[config.mk]
export PLATFORM = sky130hd
export DESIGN_NAME = vga_timing_gen
export DESIGN_NICKNAME = d
export VERILOG_FILES = /design/src/rtl/vga_timing_pkg.sv /design/src/rtl/vga_axis_counter.sv /design/src/rtl/vga_timing_gen.sv
export SDC_FILE = /design/constraint.sdc
export NUM_CORES = 1
export LEC_CHECK = 0
export CAP_MARGIN = 20
export CORE_MARGIN = 5
export CORE_UTILIZATION = 26
export DETAILED_ROUTE_END_ITERATION = 16
export HOLD_SLACK_MARGIN = 0.12
export MAX_ROUTING_LAYER = met4
export PLACE_DENSITY = 0.45
export SLEW_MARGIN = 10
export SYNTH_ARGS = -nofsm -noshare
export SYNTH_HDL_FRONTEND = slang
export SYNTH_HIERARCHICAL = 1
export SYNTH_SLANG_ARGS = --single-unit
[constraint.sdc]
create_clock -name vga_clk -period 5.8 [get_ports vga_clk]
set_input_delay 1.16 -clock vga_clk [delete_from_list [all_inputs] [get_ports vga_clk]]
set_output_delay 1.16 -clock vga_clk [all_outputs]
set_load 0.01 [all_outputs]
[src/rtl/vga_timing_pkg.sv]
// vga_timing_pkg: default 640x480@60 raster timing constants and coordinate type
package vga_timing_pkg;

    typedef logic [9:0] coord_t;

    localparam int H_VISIBLE = 640;
    localparam int H_FP      = 16;
    localparam int H_SYNC    = 96;
    localparam int H_BP      = 48;
    localparam int V_VISIBLE = 480;
    localparam int V_FP      = 10;
    localparam int V_SYNC    = 2;
    localparam int V_BP      = 33;

    localparam int H_TOTAL      = H_VISIBLE + H_FP + H_SYNC + H_BP;
    localparam int V_TOTAL      = V_VISIBLE + V_FP + V_SYNC + V_BP;
    localparam int H_SYNC_START = H_VISIBLE + H_FP;
    localparam int H_SYNC_END   = H_SYNC_START + H_SYNC;
    localparam int V_SYNC_START = V_VISIBLE + V_FP;
    localparam int V_SYNC_END   = V_SYNC_START + V_SYNC;

endpackage

[src/rtl/vga_axis_counter.sv]
// vga_axis_counter: enabled 0..MAX wrap counter exposing its next value and terminal count
module vga_axis_counter
    import vga_timing_pkg::*;
#(
    parameter int MAX = 799
) (
    input  logic       i_clk,
    input  logic       i_rst_n,
    input  logic       i_en,
    output logic [9:0] o_count,
    output logic [9:0] o_next,
    output logic       o_tc
);

    localparam coord_t C_MAX = coord_t'(MAX);

    coord_t r_count;

    // Reset parks the counter on its terminal value so the first enabled edge wraps to 0
    assign o_tc    = r_count == C_MAX;
    assign o_next  = i_en ? (o_tc ? '0 : r_count + 10'd1) : r_count;
    assign o_count = r_count;

    // Advance to the precomputed next value
    always_ff @(posedge i_clk or negedge i_rst_n) begin
        if (!i_rst_n)
            r_count <= C_MAX;
        else
            r_count <= o_next;
    end

endmodule

[src/rtl/vga_timing_gen.sv]
// vga_timing_gen: raster counters with registered blank/sync decode and frame pulses
module vga_timing_gen #(
    parameter int H_VISIBLE = vga_timing_pkg::H_VISIBLE,
    parameter int H_FP      = vga_timing_pkg::H_FP,
    parameter int H_SYNC    = vga_timing_pkg::H_SYNC,
    parameter int H_BP      = vga_timing_pkg::H_BP,
    parameter int V_VISIBLE = vga_timing_pkg::V_VISIBLE,
    parameter int V_FP      = vga_timing_pkg::V_FP,
    parameter int V_SYNC    = vga_timing_pkg::V_SYNC,
    parameter int V_BP      = vga_timing_pkg::V_BP
) (
    input  logic       vga_clk,
    input  logic       reset_n,
    input  logic       pix_en,
    output logic [9:0] DrawX,
    output logic [9:0] DrawY,
    output logic       hs,
    output logic       vs,
    output logic       blank,
    output logic       line_start,
    output logic       frame_start,
    output logic       vblank_start,
    output logic [7:0] frame_count
);

    import vga_timing_pkg::*;

    localparam int     L_H_TOT = H_VISIBLE + H_FP + H_SYNC + H_BP;
    localparam int     L_V_TOT = V_VISIBLE + V_FP + V_SYNC + V_BP;
    localparam coord_t C_HV    = coord_t'(H_VISIBLE);
    localparam coord_t C_VV    = coord_t'(V_VISIBLE);
    localparam coord_t C_HSS   = coord_t'(H_VISIBLE + H_FP);
    localparam coord_t C_HSE   = coord_t'(H_VISIBLE + H_FP + H_SYNC);
    localparam coord_t C_VSS   = coord_t'(V_VISIBLE + V_FP);
    localparam coord_t C_VSE   = coord_t'(V_VISIBLE + V_FP + V_SYNC);

    coord_t     w_x, w_y, w_nx, w_ny;
    logic       w_h_tc, w_v_tc;
    logic       r_hs, r_vs, r_blank, r_ls, r_fs, r_vbs, r_started;
    logic [7:0] r_fc;

    vga_axis_counter #(.MAX(L_H_TOT - 1)) u_h (
        .i_clk   (vga_clk),
        .i_rst_n (reset_n),
        .i_en    (pix_en),
        .o_count (w_x),
        .o_next  (w_nx),
        .o_tc    (w_h_tc)
    );

    vga_axis_counter #(.MAX(L_V_TOT - 1)) u_v (
        .i_clk   (vga_clk),
        .i_rst_n (reset_n),
        .i_en    (pix_en & w_h_tc),
        .o_count (w_y),
        .o_next  (w_ny),
        .o_tc    (w_v_tc)
    );

    // Decode from the next coordinates so every output lines up with the new DrawX/DrawY
    always_ff @(posedge vga_clk or negedge reset_n) begin
        if (!reset_n) begin
            r_hs      <= 1'b1;
            r_vs      <= 1'b1;
            r_blank   <= 1'b0;
            r_ls      <= 1'b0;
            r_fs      <= 1'b0;
            r_vbs     <= 1'b0;
            r_fc      <= '0;
            r_started <= 1'b0;
        end else if (pix_en) begin
            r_blank <= (w_nx < C_HV) && (w_ny < C_VV);
            r_hs    <= !((w_nx >= C_HSS) && (w_nx < C_HSE));
            r_vs    <= !((w_ny >= C_VSS) && (w_ny < C_VSE));
            r_ls    <= w_nx == '0;
            r_fs    <= (w_nx == '0) && (w_ny == '0);
            r_vbs   <= (w_nx == '0) && (w_ny == C_VV);
            if (w_h_tc && w_v_tc) begin
                r_started <= 1'b1;
                r_fc      <= r_fc + 8'(r_started);
            end
        end
    end

    assign DrawX        = w_x;
    assign DrawY        = w_y;
    assign hs           = r_hs;
    assign vs           = r_vs;
    assign blank        = r_blank;
    assign line_start   = r_ls;
    assign frame_start  = r_fs;
    assign vblank_start = r_vbs;
    assign frame_count  = r_fc;

endmodule

Word-level counts from Yosys, hierarchy flattened
Cells that the tools add are included.
W data, S select, Z words.
Storage, ports and cells
  register bits after elaboration: 35
  bits of input ports: 3
  output and inout bits: 34
  word-level logic and storage cells: 38
Cells by class
  add/sub/neg operators: 3
  $lt $le $gt $ge: 6
  equal/unequal tests: 3
  muxes and demuxes: 4
  bitwise logic cells: 1
  reduce and logical (&&, ||, !) cells: 11
Operator list (count)
  $mux W10: 4
  $add A10 B1 Y10 const B: 2
  $eq A10 B10 Y1 const B: 2
  $logic_not A10 Y1: 2
  $lt A10 B10 Y1 const B: 2
  $lt A10 B9 Y1 const B: 2
  $eq A10 B9 Y1 const B: 1
  $ge A10 B10 Y1 const B: 1
  $ge A10 B9 Y1 const B: 1
  $add A8 B1 Y8: 1
  $logic_and A1 B1 Y1: 6
  $logic_not A1 Y1: 2
  $reduce_and A2 Y1: 1
  $and A1 B1 Y1: 1

Logic depth before layout (Yosys ltp)
Gate-level depths: netlist (run 1).
  depth after elaboration: 6
  mapped depth: 11
  depth with buffers taken out: 10

Cells and area by module
Netlist (run 1), hierarchy kept.
By module, submodules not included
  vga_timing_gen: times used 1, cells each 69, area each 743.2 µm², seq. area each 377.9 µm²
  vga_axis_counter at u_h: times used 1, cells each 52, area each 549.3 µm², seq. area each 259.0 µm²
  vga_axis_counter at u_v: times used 1, cells each 52, area each 540.5 µm², seq. area each 254.0 µm²

Least setup slack after synthesis (run 1)
No wires, ideal clock.
  path type: reg-to-reg
  from: register u_h.r_count[0] (netlist: u_h/o_count[0])
  to: register r_vs (netlist: vs)
  setup time: 0.085 ns
  arrival: 2.747 ns
  required time: 5.715 ns
  setup slack: 2.967 ns
  stages on the path, launching flop included: 12
  path buffers: 1
  clock period less this slack: 2.833 ns
  path through: dfstp_2 ha_1 nand4b_1 nor4_2 and2_1 buf_2 nand4_1 nor3_1 xor2_1 nand4_1 nor4_1 a21oi_1
On the way
  longest elaborated chain between the ends: 6
  elaborated cells between the ends (all ways): 7
  those cells by class: order compare: 2; eq/ne: 1; mux: 1; bitwise: 1; reduce/logical: 2
RTL lines
  start: declaration: RTL line vga_axis_counter.sv:17  | coord_t r_count;
  start signal: assignment: RTL line vga_axis_counter.sv:29  | r_count <= o_next;
  $eq A10 B10 Y1 (*): RTL line vga_axis_counter.sv:20  | assign o_tc = r_count == C_MAX;
  net w_h_tc: RTL line vga_timing_gen.sv:38  | logic w_h_tc, w_v_tc;
  $and A1 B1 Y1 (*): RTL line vga_timing_gen.sv:54  | .i_en (pix_en & w_h_tc),
  $mux W10 (*): RTL line vga_axis_counter.sv:21  | assign o_next = i_en ? (o_tc ? '0 : r_count + 10'd1) : r_count;
  net w_ny[8]: RTL line vga_timing_gen.sv:37  | coord_t w_x, w_y, w_nx, w_ny;
  $ge A10 B9 Y1 or $lt A10 B9 Y1 (tied branches): RTL line vga_timing_gen.sv:74  | r_vs <= !((w_ny >= C_VSS) && (w_ny < C_VSE));
  $logic_and A1 B1 Y1 (*): RTL line vga_timing_gen.sv:74
  $logic_not A1 Y1 (*): RTL line vga_timing_gen.sv:74
  end signal: assignment: RTL line vga_timing_gen.sv:74
  end: declaration: RTL line vga_timing_gen.sv:39  | logic r_hs, r_vs, r_blank, r_ls, r_fs, r_vbs, r_started;
The timed path passes the listed nets; every way through them passes the cells marked *.
A chain may end at the register's enable or synchronous reset.

Worst setup path after layout (run 1)
  from: register u_h.r_count[0] (netlist: u_h/o_count[0])
  to: register r_blank (netlist: blank)
On the way
  longest elaborated chain between the ends: 5
  elaborated cells between the ends (all ways): 9
  those cells by class: add/sub: 1; order compare: 2; eq/ne: 1; mux: 3; bitwise: 1; reduce/logical: 1
RTL lines
  $eq A10 B10 Y1: RTL line vga_axis_counter.sv:20
  net w_h_tc: RTL line vga_timing_gen.sv:38
  $and A1 B1 Y1: RTL line vga_timing_gen.sv:54
  $mux W10: RTL line vga_axis_counter.sv:21
  net w_ny[9]: RTL line vga_timing_gen.sv:37
  $lt A10 B9 Y1: RTL line vga_timing_gen.sv:72  | r_blank <= (w_nx < C_HV) && (w_ny < C_VV);
  $logic_and A1 B1 Y1: RTL line vga_timing_gen.sv:72
  end signal: assignment: RTL line vga_timing_gen.sv:72
  end: declaration: RTL line vga_timing_gen.sv:39
The timed path passes the listed nets, and every way through them passes these cells.

==> report_table.html, run 1 <==
<table>
<tr><th>Metric</th><th>Value</th></tr>
<tr><th colspan="2">Clock tree</th></tr>
<tr><td>Root buffer cell</td><td>clkbuf_8</td></tr>
<tr><td>CTS-repair resized insts</td><td>0</td></tr>
<tr><td>TritonCTS Sinks</td><td>35</td></tr>
<tr><td>Clock latency reported for the late side of the worst-skew pair</td><td>290 ps</td></tr>
<tr><td>CTS tree</td><td>yes</td></tr>
<tr><td>Hold bufs inserted after CTS</td><td>0</td></tr>
<tr><td>Clk pin slew, worst setup/hold paths</td><td>~70 ps</td></tr>
<tr><td>Maximum number of buffers from clock root to sink</td><td>2</td></tr>
<tr><td>Number of H-tree branching levels</td><td>2</td></tr>
<tr><td># Post-CTS Setup Buffers</td><td>0</td></tr>
<tr><td>CTS buffer count</td><td>5</td></tr>
<tr><th colspan="2">STA</th></tr>
<tr><td>Post-route clock period utilization</td><td>60.0%</td></tr>
<tr><td>Slew at the pin closest to its max-slew limit</td><td>652 ps</td></tr>
<tr><td>Setup Total Neg Slack</td><td>0 ps</td></tr>
<tr><td>Max Clk Rate</td><td>~290 MHz</td></tr>
<tr><td>Final Slew Violations</td><td>0</td></tr>
<tr><td>Shortest clock period the worst path allows after layout</td><td>3480 ps</td></tr>
<tr><td>Tightest slew margin relative to the limit</td><td>56.0%</td></tr>
<tr><td>Number of endpoints with negative hold slack in the final report</td><td>0</td></tr>
<tr><td>Setup-violating endpoint count in the final report</td><td>0</td></tr>
<tr><td>Unrepaired setup endpoints after global routing</td><td>no</td></tr>
<tr><td>Maximum clock skew at final layout</td><td>7.86 ps</td></tr>
<tr><th colspan="2">Final layout</th></tr>
<tr><td>Share of post-route cells with drive strength above 1</td><td>17.1%</td></tr>
<tr><td>Area added between synthesis and finish</td><td>31.5%</td></tr>
<tr><td>Sequential standard cell area</td><td>891 um2</td></tr>
<tr><td>Count of antenna diodes in the layout</td><td>0</td></tr>
<tr><td>Share of the core filled with cells in the final layout</td><td>about a third</td></tr>
<tr><td>Final-layout fill cell count</td><td>715</td></tr>
<tr><td>Net count of the finished layout</td><td>between 200 and 250</td></tr>
<tr><td>Area occupied by multi-input gates</td><td>891 um2</td></tr>
<tr><th colspan="2">Die</th></tr>
<tr><td>Starting utilization of the core area</td><td>about 27%</td></tr>
<tr><td>Die Footprint</td><td>just under 9000 um2</td></tr>
<tr><td>Floorplan core area</td><td>just under 7000 um2</td></tr>
<tr><td>Ports placed on the boundary</td><td>37</td></tr>
<tr><td>Die Width</td><td>~94 um</td></tr>
<tr><td># rows</td><td>30</td></tr>
<tr><td>Floorplan die height</td><td>94.0 um</td></tr>
<tr><th colspan="2">Drt</th></tr>
<tr><td>Number of detailed-routing iterations run before antenna repair</td><td>4</td></tr>
<tr><td>Initial detailed-routing violation count</td><td>56</td></tr>
<tr><td>Detailed route wirelength on metal3</td><td>171 um</td></tr>
<tr><td>Met1 wire length</td><td>2090 um</td></tr>
<tr><td>Routed Antenna Nets</td><td>0</td></tr>
<tr><td>Mean routed wirelength per cell</td><td>~14 um</td></tr>
<tr><td>Total met2 wirelength after detailed routing</td><td>between 1500 and 2000 um</td></tr>
<tr><td>Residual DRC count</td><td>0</td></tr>
<tr><td>Top routing layer used</td><td>met4</td></tr>
<tr><td>Via Count</td><td>1472</td></tr>
<tr><td>Total detailed-routing wirelength</td><td>4260 um</td></tr>
<tr><td>Via density</td><td>~4.7</td></tr>
<tr><th colspan="2">Placement</th></tr>
<tr><td>Final weighted congestion of routability-driven global placement</td><td>0.739</td></tr>
<tr><td>HPWL after detailed placement</td><td>3080 um</td></tr>
<tr><td>Number of port buffers</td><td>36</td></tr>
<tr><th colspan="2">Min path</th></tr>
<tr><td>Cell depth of the worst hold path</td><td>1</td></tr>
<tr><td>Hold path startpoint</td><td>frame_count[7]</td></tr>
<tr><td>Hold/Removal Path Class</td><td>flop to flop</td></tr>
<tr><td>End of the worst hold path</td><td>frame_count[7]</td></tr>
<tr><th colspan="2">Synthesis</th></tr>
<tr><td>Largest family of logic cells by synthesized area</td><td>simple AND/OR/NAND/NOR gates</td></tr>
<tr><td>Area share of and/or/nand/nor cells after synthesis</td><td>about 26%</td></tr>
<tr><td>Count of mapped cells out of synthesis</td><td>173</td></tr>
<tr><td>Most used DFF post-synth</td><td>dfrtp_1</td></tr>
<tr><td>Post-synthesis adder-cell area fraction</td><td>3.41%</td></tr>
<tr><td>Number of synthesized flops with an enable pin</td><td>0</td></tr>
<tr><td>Post-synthesis xor/xnor area fraction</td><td>about 6.7%</td></tr>
<tr><td>Area leader, netlist</td><td>dfrtp_1</td></tr>
<tr><td>Cell Area, Synth</td><td>between 1500 and 2000 um2</td></tr>
<tr><td>Flip-flop and latch count after synthesis</td><td>35</td></tr>
<tr><td>Post-Syn Area per Cell</td><td>around 11 um2</td></tr>
<tr><td>Share of synthesized registers carrying an async set or reset</td><td>100%</td></tr>
<tr><td>Compound-gate portion of the synthesized area</td><td>10.2%</td></tr>
<tr><td>Fraction of post-synthesis cell area in the top cell type by area</td><td>31.4%</td></tr>
<tr><td>Most area-consuming cells after synthesis</td><td>dfrtp_1 31%, dfstp_2 17%, xor2_1 4.8%, ha_1 3.4%, nand4_1 3.4%</td></tr>
<tr><td>Portion of the post-synthesis area used by sequential elements</td><td>between 40% and 50%</td></tr>
<tr><td>Count of warnings emitted by yosys</td><td>6</td></tr>
<tr><td>Syn nets</td><td>about 180</td></tr>
<tr><td>Count of distinct cell types in the synthesized netlist</td><td>44</td></tr>
<tr><td>Multiplexer share of the synthesized area</td><td>between 2 and 2.5%</td></tr>
<tr><th colspan="2">Flow run</th></tr>
<tr><td>Max-cap violation count</td><td>0</td></tr>
<tr><th colspan="2">Worst setup path</th></tr>
<tr><td>Number of cells on the worst reg-to-reg path</td><td>9</td></tr>
<tr><td>Crit path top cell by count</td><td>nand4b_1</td></tr>
<tr><td>Register-to-register setup slack</td><td>2320 ps</td></tr>
<tr><td>Critical Path Source Type</td><td>flop</td></tr>
<tr><td>Maximum fanout along the worst path</td><td>11</td></tr>
<tr><td>Worst path cell trace</td><td>ha_1, nand4b_1, nor4_2, and2_1, nand3_1, or4_1, a22oi_1, nand4b_1, o21ai_0</td></tr>
<tr><td>CP Class</td><td>flop to flop</td></tr>
<tr><td>Crit. End Element</td><td>flop</td></tr>
<tr><td>Data arrival time at the worst-slack endpoint</td><td>3640 ps</td></tr>
<tr><td>Critical register-to-register path endpoint</td><td>blank</td></tr>
<tr><td>Worst reg2reg path startpoint</td><td>u_h/o_count[0]</td></tr>
<tr><td>Worst path buffer plus inverter count</td><td>0</td></tr>
<tr><td>Slowest cell delay on critical path</td><td>roughly 590 ps</td></tr>
<tr><td>Category of cells accounting for the largest share of critical-path delay</td><td>simple AND/OR/NAND/NOR gates</td></tr>
<tr><td>Cell with the biggest individual delay on the critical path</td><td>dfstp_2</td></tr>
<tr><td>Crit path required time</td><td>slightly below 6000 ps</td></tr>
<tr><th colspan="2">GRT</th></tr>
<tr><td>Total routing usage reported by global routing</td><td>10.8%</td></tr>
<tr><td>Number of global-route vias before repair</td><td>around 1400</td></tr>
<tr><td>Wire length of the first global-routing pass</td><td>a little over 7000 um</td></tr>
<tr><td>Largest net degree at the start of global routing</td><td>36</td></tr>
<tr><td>Initial antenna violation count</td><td>0</td></tr>
<tr><td>Global route total overflow</td><td>0</td></tr>
<tr><th colspan="2">Pwr</th></tr>
<tr><td>Power per cell area</td><td>256 nW/um2</td></tr>
<tr><td>IR Drop Worst-Case VDD</td><td>around 120 uV</td></tr>
<tr><td>Leakage power</td><td>about 1 nW</td></tr>
<tr><td>Total power draw</td><td>approximately 620 uW</td></tr>
<tr><th colspan="2">Status</th></tr>
<tr><td>Status</td><td>complete, no violations</td></tr>
</table>
[Yosys cell counts (all sizes together) (4+ instances only)]
cell type,n
dfrtp,23
nand2,16
dfstp,12
nand4,11
nor2,11
xor2,10
inv,9
nand3,8
o21ai,8
nor3,7
nor4,6
ha,5
nand2b,4
o31ai,4
xnor2,4
[flip-flops by register name (all words and copies together), names as in the netlist]
register	cells
u_v/o_count	10
frame_start	1
frame_count	8
vblank_start	1
line_start	1
blank	1
u_h/o_count	10
hs	1
vs	1
r_started	1
[logic make-up (layout without fill, tap and decap cells)]
| kind of cell | count (synthesis) | in the layout |
|---|---|---|
| adders and majority gates | 5 | 5 |
| DFF | 35 | 35 |
| AOI/OAI and AO/OA | 26 | 26 |
| and+or+nand+nor | 77 | 77 |
| xor gates and xnor gates | 14 | 14 |
| buffers and inverters | 12 | 55 |
| muxes | 4 | 4 |
[layer usage]
layer  vias to the layer above  global-route usage, %
met5                         -                      -
met4                         0                   4.33
met3                         4                   2.96
met2                        31                   15.1
met1                       717                   14.7
li1                        720                      -
[where the power goes]
group,internal [mW],switching [mW],total (mW)
logic,0.0574,0.0575,0.115
clock network,0.108,0.0872,0.196
registers,0.272,0.0347,0.307
[layout make-up]
cell class                      count  share of cell area [%]
Inverter                            9                    1.40
Tap cell                           96                    4.98
Sequential cell                    35                    36.9
Timing Repair Buffer               38                    15.6
Clock buffer                        8                    4.15
Multi-Input combinational cell    126                    36.9
[worst max path at each step]
stage | startpoint | to | cells past startpoint
after floorplan | u_h/o_count[0] | vs | 11
after global placement | pix_en | blank | 8
after detailed placement | pix_en | blank | 8
after CTS | u_h/o_count[0] | blank | 9
after global routing | u_h/o_count[0] | blank | 9
final | u_h/o_count[0] | blank | 9
[per-stage QoR]
step | cells | area [um2] | hold slack [ps] | worst slack, ps
5_1_grt | 312 | 2410 | 484 | 1970
4_1_cts | 312 | 2410 | 475 | 2280
3_3_place_gp | 304 | 2310 | 463 | 2100
2_1_floorplan | 173 | 1830 | 439 | 2970
3_5_place_dp | 304 | 2310 | 463 | 2070
6_report | 312 | 2410 | 472 | 2320
[placed cells by master, fill, tap and decap left out, types with 3 or more instances in the layout]
master           synthesis  layout
clkdlybuf4s50_1          0      36
dfrtp_1                 23      23
nand2_1                 16      16
dfstp_2                 12      12
nor2_1                  11      11
nand4_1                 10      10
xor2_1                  10      10
inv_1                    9       9
o21ai_0                  8       8
nand3_1                  7       7
clkbuf_8                 0       7
nor3_1                   6       6
ha_1                     5       5
xnor2_1                  4       4
nor4_1                   4       4
nand2b_1                 4       4
o31ai_1                  4       4
mux2_2                   3       3
nand4b_1                 3       3
o22ai_1                  3       3
(Power assumes the default switching activity.)
==> inputs of run 2 (changes only) <==
PLACE_DENSITY = 0.47   (was 0.45)
clock period = 3 ns   (was 5.8 ns; I/O delays follow)
==> run 2 against run 1 <==
Effect of this change: first-iteration DRC count is 20% lower; clock power is 130% higher; via count is 6.5% higher; clock-buffer cell count is 2 lower; power is 110% higher; register-to-register slack worse by 2000 ps; critical path depth is 1 higher; maximum frequency is 31% higher; sequential share of layout area is 2.4 points lower; worst hold slack hardly changed; routed wire length is 9.9% higher.
==> report_table.html, run 2 (synthesized netlist as in run 1, its figures left out) <==
<table>
<tr><th>Metric</th><th>Value</th></tr>
<tr><th colspan="2">Clock tree</th></tr>
<tr><td>CTS buffer count</td><td>5</td></tr>
<tr><td>Clk pin slew, worst setup/hold paths</td><td>80 ps</td></tr>
<tr><td>Clock latency reported for the late side of the worst-skew pair</td><td>290 ps</td></tr>
<tr><td>CTS tree</td><td>yes</td></tr>
<tr><td>Maximum number of buffers from clock root to sink</td><td>2</td></tr>
<tr><td>CTS-repair resized insts</td><td>0</td></tr>
<tr><td>TritonCTS Sinks</td><td>35</td></tr>
<tr><td>Number of H-tree branching levels</td><td>2</td></tr>
<tr><td>Hold bufs inserted after CTS</td><td>0</td></tr>
<tr><td># Post-CTS Setup Buffers</td><td>0</td></tr>
<tr><td>Root buffer cell</td><td>clkbuf_8</td></tr>
<tr><th colspan="2">GRT</th></tr>
<tr><td>Total routing usage reported by global routing</td><td>11.6%</td></tr>
<tr><td>Global route total overflow</td><td>0</td></tr>
<tr><td>Largest net degree at the start of global routing</td><td>36</td></tr>
<tr><td>Wire length of the first global-routing pass</td><td>7830 um</td></tr>
<tr><td>Number of global-route vias before repair</td><td>1514</td></tr>
<tr><td>Initial antenna violation count</td><td>0</td></tr>
<tr><th colspan="2">Final layout</th></tr>
<tr><td>Final-layout fill cell count</td><td>721</td></tr>
<tr><td>Sequential standard cell area</td><td>between 800 and 900 um2</td></tr>
<tr><td>Share of post-route cells with drive strength above 1</td><td>23.9%</td></tr>
<tr><td>Share of the core filled with cells in the final layout</td><td>37.7%</td></tr>
<tr><td>Highest-count cells in the layout ignoring fill and taps</td><td>36 x clkdlybuf4s50_1, 23 x dfrtp_1, 19 x buf_4, 16 x nand2_1, 12 x dfstp_2</td></tr>
<tr><td>Area added between synthesis and finish</td><td>40.5%</td></tr>
<tr><td>Most common cell after layout, fill and taps aside</td><td>clkdlybuf4s50_1</td></tr>
<tr><td>Count of antenna diodes in the layout</td><td>0</td></tr>
<tr><td>Net count of the finished layout</td><td>241</td></tr>
<tr><td>Area occupied by multi-input gates</td><td>891 um2</td></tr>
<tr><th colspan="2">Worst setup path</th></tr>
<tr><td>Data arrival time at the worst-slack endpoint</td><td>2830 ps</td></tr>
<tr><td>CP Class</td><td>flop to flop</td></tr>
<tr><td>Critical Path Source Type</td><td>flop</td></tr>
<tr><td>Maximum fanout along the worst path</td><td>8</td></tr>
<tr><td>Slowest cell delay on critical path</td><td>540 ps</td></tr>
<tr><td>Critical Path Sink</td><td>vblank_start</td></tr>
<tr><td>Number of cells on the worst reg-to-reg path</td><td>10</td></tr>
<tr><td>Worst path cell trace</td><td>ha_1, nand4b_1, nor4_2, and2_1, buf_4, or2b_1, o311ai_0, nor4_1, nand4_1, o41ai_2</td></tr>
<tr><td>Crit. End Element</td><td>flop</td></tr>
<tr><td>Timing startpoint of the critical path</td><td>u_h/o_count[0]</td></tr>
<tr><td>Crit path required time</td><td>3180 ps</td></tr>
<tr><td>Worst reg2reg path startpoint</td><td>u_h/o_count[0]</td></tr>
<tr><td>Critical register-to-register path endpoint</td><td>vblank_start</td></tr>
<tr><td>Cell with the biggest individual delay on the critical path</td><td>dfstp_2</td></tr>
<tr><td>Register-to-register setup slack</td><td>350 ps</td></tr>
<tr><th colspan="2">Pwr</th></tr>
<tr><td>Share of total power consumed by net switching</td><td>between 20% and 30%</td></tr>
<tr><td>Reg power frac</td><td>between 40% and 50%</td></tr>
<tr><td>IR Drop Worst-Case VDD</td><td>261 uV</td></tr>
<tr><td>Leakage power</td><td>approximately 1.1 nW</td></tr>
<tr><td>Share of total power in the clock network</td><td>33.5%</td></tr>
<tr><td>Internal power contribution</td><td>954 uW</td></tr>
<tr><td>Logic pwr share</td><td>approximately a quarter</td></tr>
<tr><td>Reported net switching power</td><td>373 uW</td></tr>
<tr><td>Power per cell area</td><td>515 nW/um2</td></tr>
<tr><th colspan="2">Min path</th></tr>
<tr><td>Hold/Removal Path Class</td><td>flop to flop</td></tr>
<tr><th colspan="2">Die</th></tr>
<tr><td>Floorplan core area</td><td>just under 7000 um2</td></tr>
<tr><td>Floorplan die height</td><td>about 94 um</td></tr>
<tr><td># rows</td><td>30</td></tr>
<tr><td>Ports placed on the boundary</td><td>37</td></tr>
<tr><td>Starting utilization of the core area</td><td>a little over a quarter</td></tr>
<tr><td>Die Footprint</td><td>8830 um2</td></tr>
<tr><td>Die Width</td><td>approximately 94 um</td></tr>
<tr><th colspan="2">STA</th></tr>
<tr><td>Slew at the pin closest to its max-slew limit</td><td>566 ps</td></tr>
<tr><td>Maximum clock skew at final layout</td><td>7.50 ps</td></tr>
<tr><td>Setup-violating endpoint count in the final report</td><td>0</td></tr>
<tr><td>Max Clk Rate</td><td>377 MHz</td></tr>
<tr><td>Shortest clock period the worst path allows after layout</td><td>2650 ps</td></tr>
<tr><td>Post-route clock period utilization</td><td>88.4%</td></tr>
<tr><td>Setup Total Neg Slack</td><td>0 ps</td></tr>
<tr><td>Unrepaired setup endpoints after global routing</td><td>no</td></tr>
<tr><td>Final Slew Violations</td><td>0</td></tr>
<tr><td>Tightest slew margin relative to the limit</td><td>61.8%</td></tr>
<tr><td>Number of endpoints with negative hold slack in the final report</td><td>0</td></tr>
<tr><th colspan="2">Drt</th></tr>
<tr><td>Residual DRC count</td><td>0</td></tr>
<tr><td>Via Count</td><td>about 1600</td></tr>
<tr><td>Initial detailed-routing violation count</td><td>between 40 and 50</td></tr>
<tr><td>Routed Antenna Nets</td><td>0</td></tr>
<tr><td>Via density</td><td>4.75</td></tr>
<tr><td>Mean routed wirelength per cell</td><td>between 10 and 15 um</td></tr>
<tr><td>Total detailed-routing wirelength</td><td>4690 um</td></tr>
<tr><td>Number of detailed-routing iterations run before antenna repair</td><td>4</td></tr>
<tr><th colspan="2">Placement</th></tr>
<tr><td>Number of port buffers</td><td>36</td></tr>
<tr><td>HPWL after detailed placement</td><td>3520 um</td></tr>
<tr><td>Final weighted congestion of routability-driven global placement</td><td>0.806</td></tr>
<tr><th colspan="2">Flow run</th></tr>
<tr><td>Max-cap violation count</td><td>0</td></tr>
<tr><th colspan="2">Status</th></tr>
<tr><td>Status</td><td>complete, no violations</td></tr>
</table>
==> run 2: cell types whose count changed in the layout (fill, tap and decap cells not counted), sizes merged <==
cell    previous run  this run
bufinv             0         1
clkinv             0         1
buf                2        20
clkbuf             8         6
==> run 2: area by class of cell <==
type	instances	area share, %
inverter	9	1.31
multi-input combinational	126	34.6
clock inverter	2	1.36
timing repair buffer	56	20.3
tap	96	4.66
sequential	35	34.6
clock buffer	6	3.21
==> run 2: per-layer routing <==
metal  GRT usage, %  vias to the layer above  share of wire, %
li1               -                      758                 -
met1           16.1                      762                50
met2           16.5                       43                43
met3           2.96                        5               4.8
met4           3.61                        0               1.4
met5              -                        -                 0
==> run 2: per-stage QoR <==
| step | instance area [um2] | hold slack [ps] | instances | setup WS [ps] | power, mW |
|---|---|---|---|---|---|
| floorplan | 1830 | 304 | 173 | 167 | 0.707 |
| global placement | 2460 | 459 | 322 | 55.6 | 0.894 |
| detailed placement | 2460 | 457 | 322 | 103 | 0.889 |
| CTS | 2580 | 472 | 330 | 299 | 1.34 |
| global route | 2580 | 490 | 330 | 84.9 | 1.39 |
| finish | 2580 | 472 | 330 | 349 | 1.33 |
==> run 2: worst max-delay path: cells and delay by family (launching register included) <==
family | cells | cell delay (ps)
and+or+nand+nor | 6 | 1240
DFF | 1 | 540
buffers and inverters | 1 | 170
AOI/OAI and AO/OA | 2 | 440
adders and majority gates | 1 | 170
==> run 2: worst min-delay path by stage <==
stage	start	end	slack [ps]	depth (start not counted)
detailed placement	r_started	r_started	460	1
CTS	frame_count[7]	frame_count[7]	470	1
finish	frame_count[7]	frame_count[7]	470	1
global route	frame_count[7]	frame_count[7]	490	1
floorplan	reset_n	blank	300	0
global placement	frame_count[7]	frame_count[7]	460	1
==> run 2: power groups by stage <==
stage	Clock (mW)	Combinational, mW	Sequential, mW
2_1_floorplan	0	0.103	0.604
3_3_place_gp	0	0.337	0.556
3_5_place_dp	0	0.334	0.555
4_1_cts	0.453	0.335	0.547
5_1_grt	0.478	0.358	0.553
6_report	0.445	0.335	0.548
==> inputs of run 3 (changes only) <==
CAP_MARGIN = 5   (was 20)
==> results of run 3 <==
No change in the layout: final DEF, timing and power equal those of run 2.
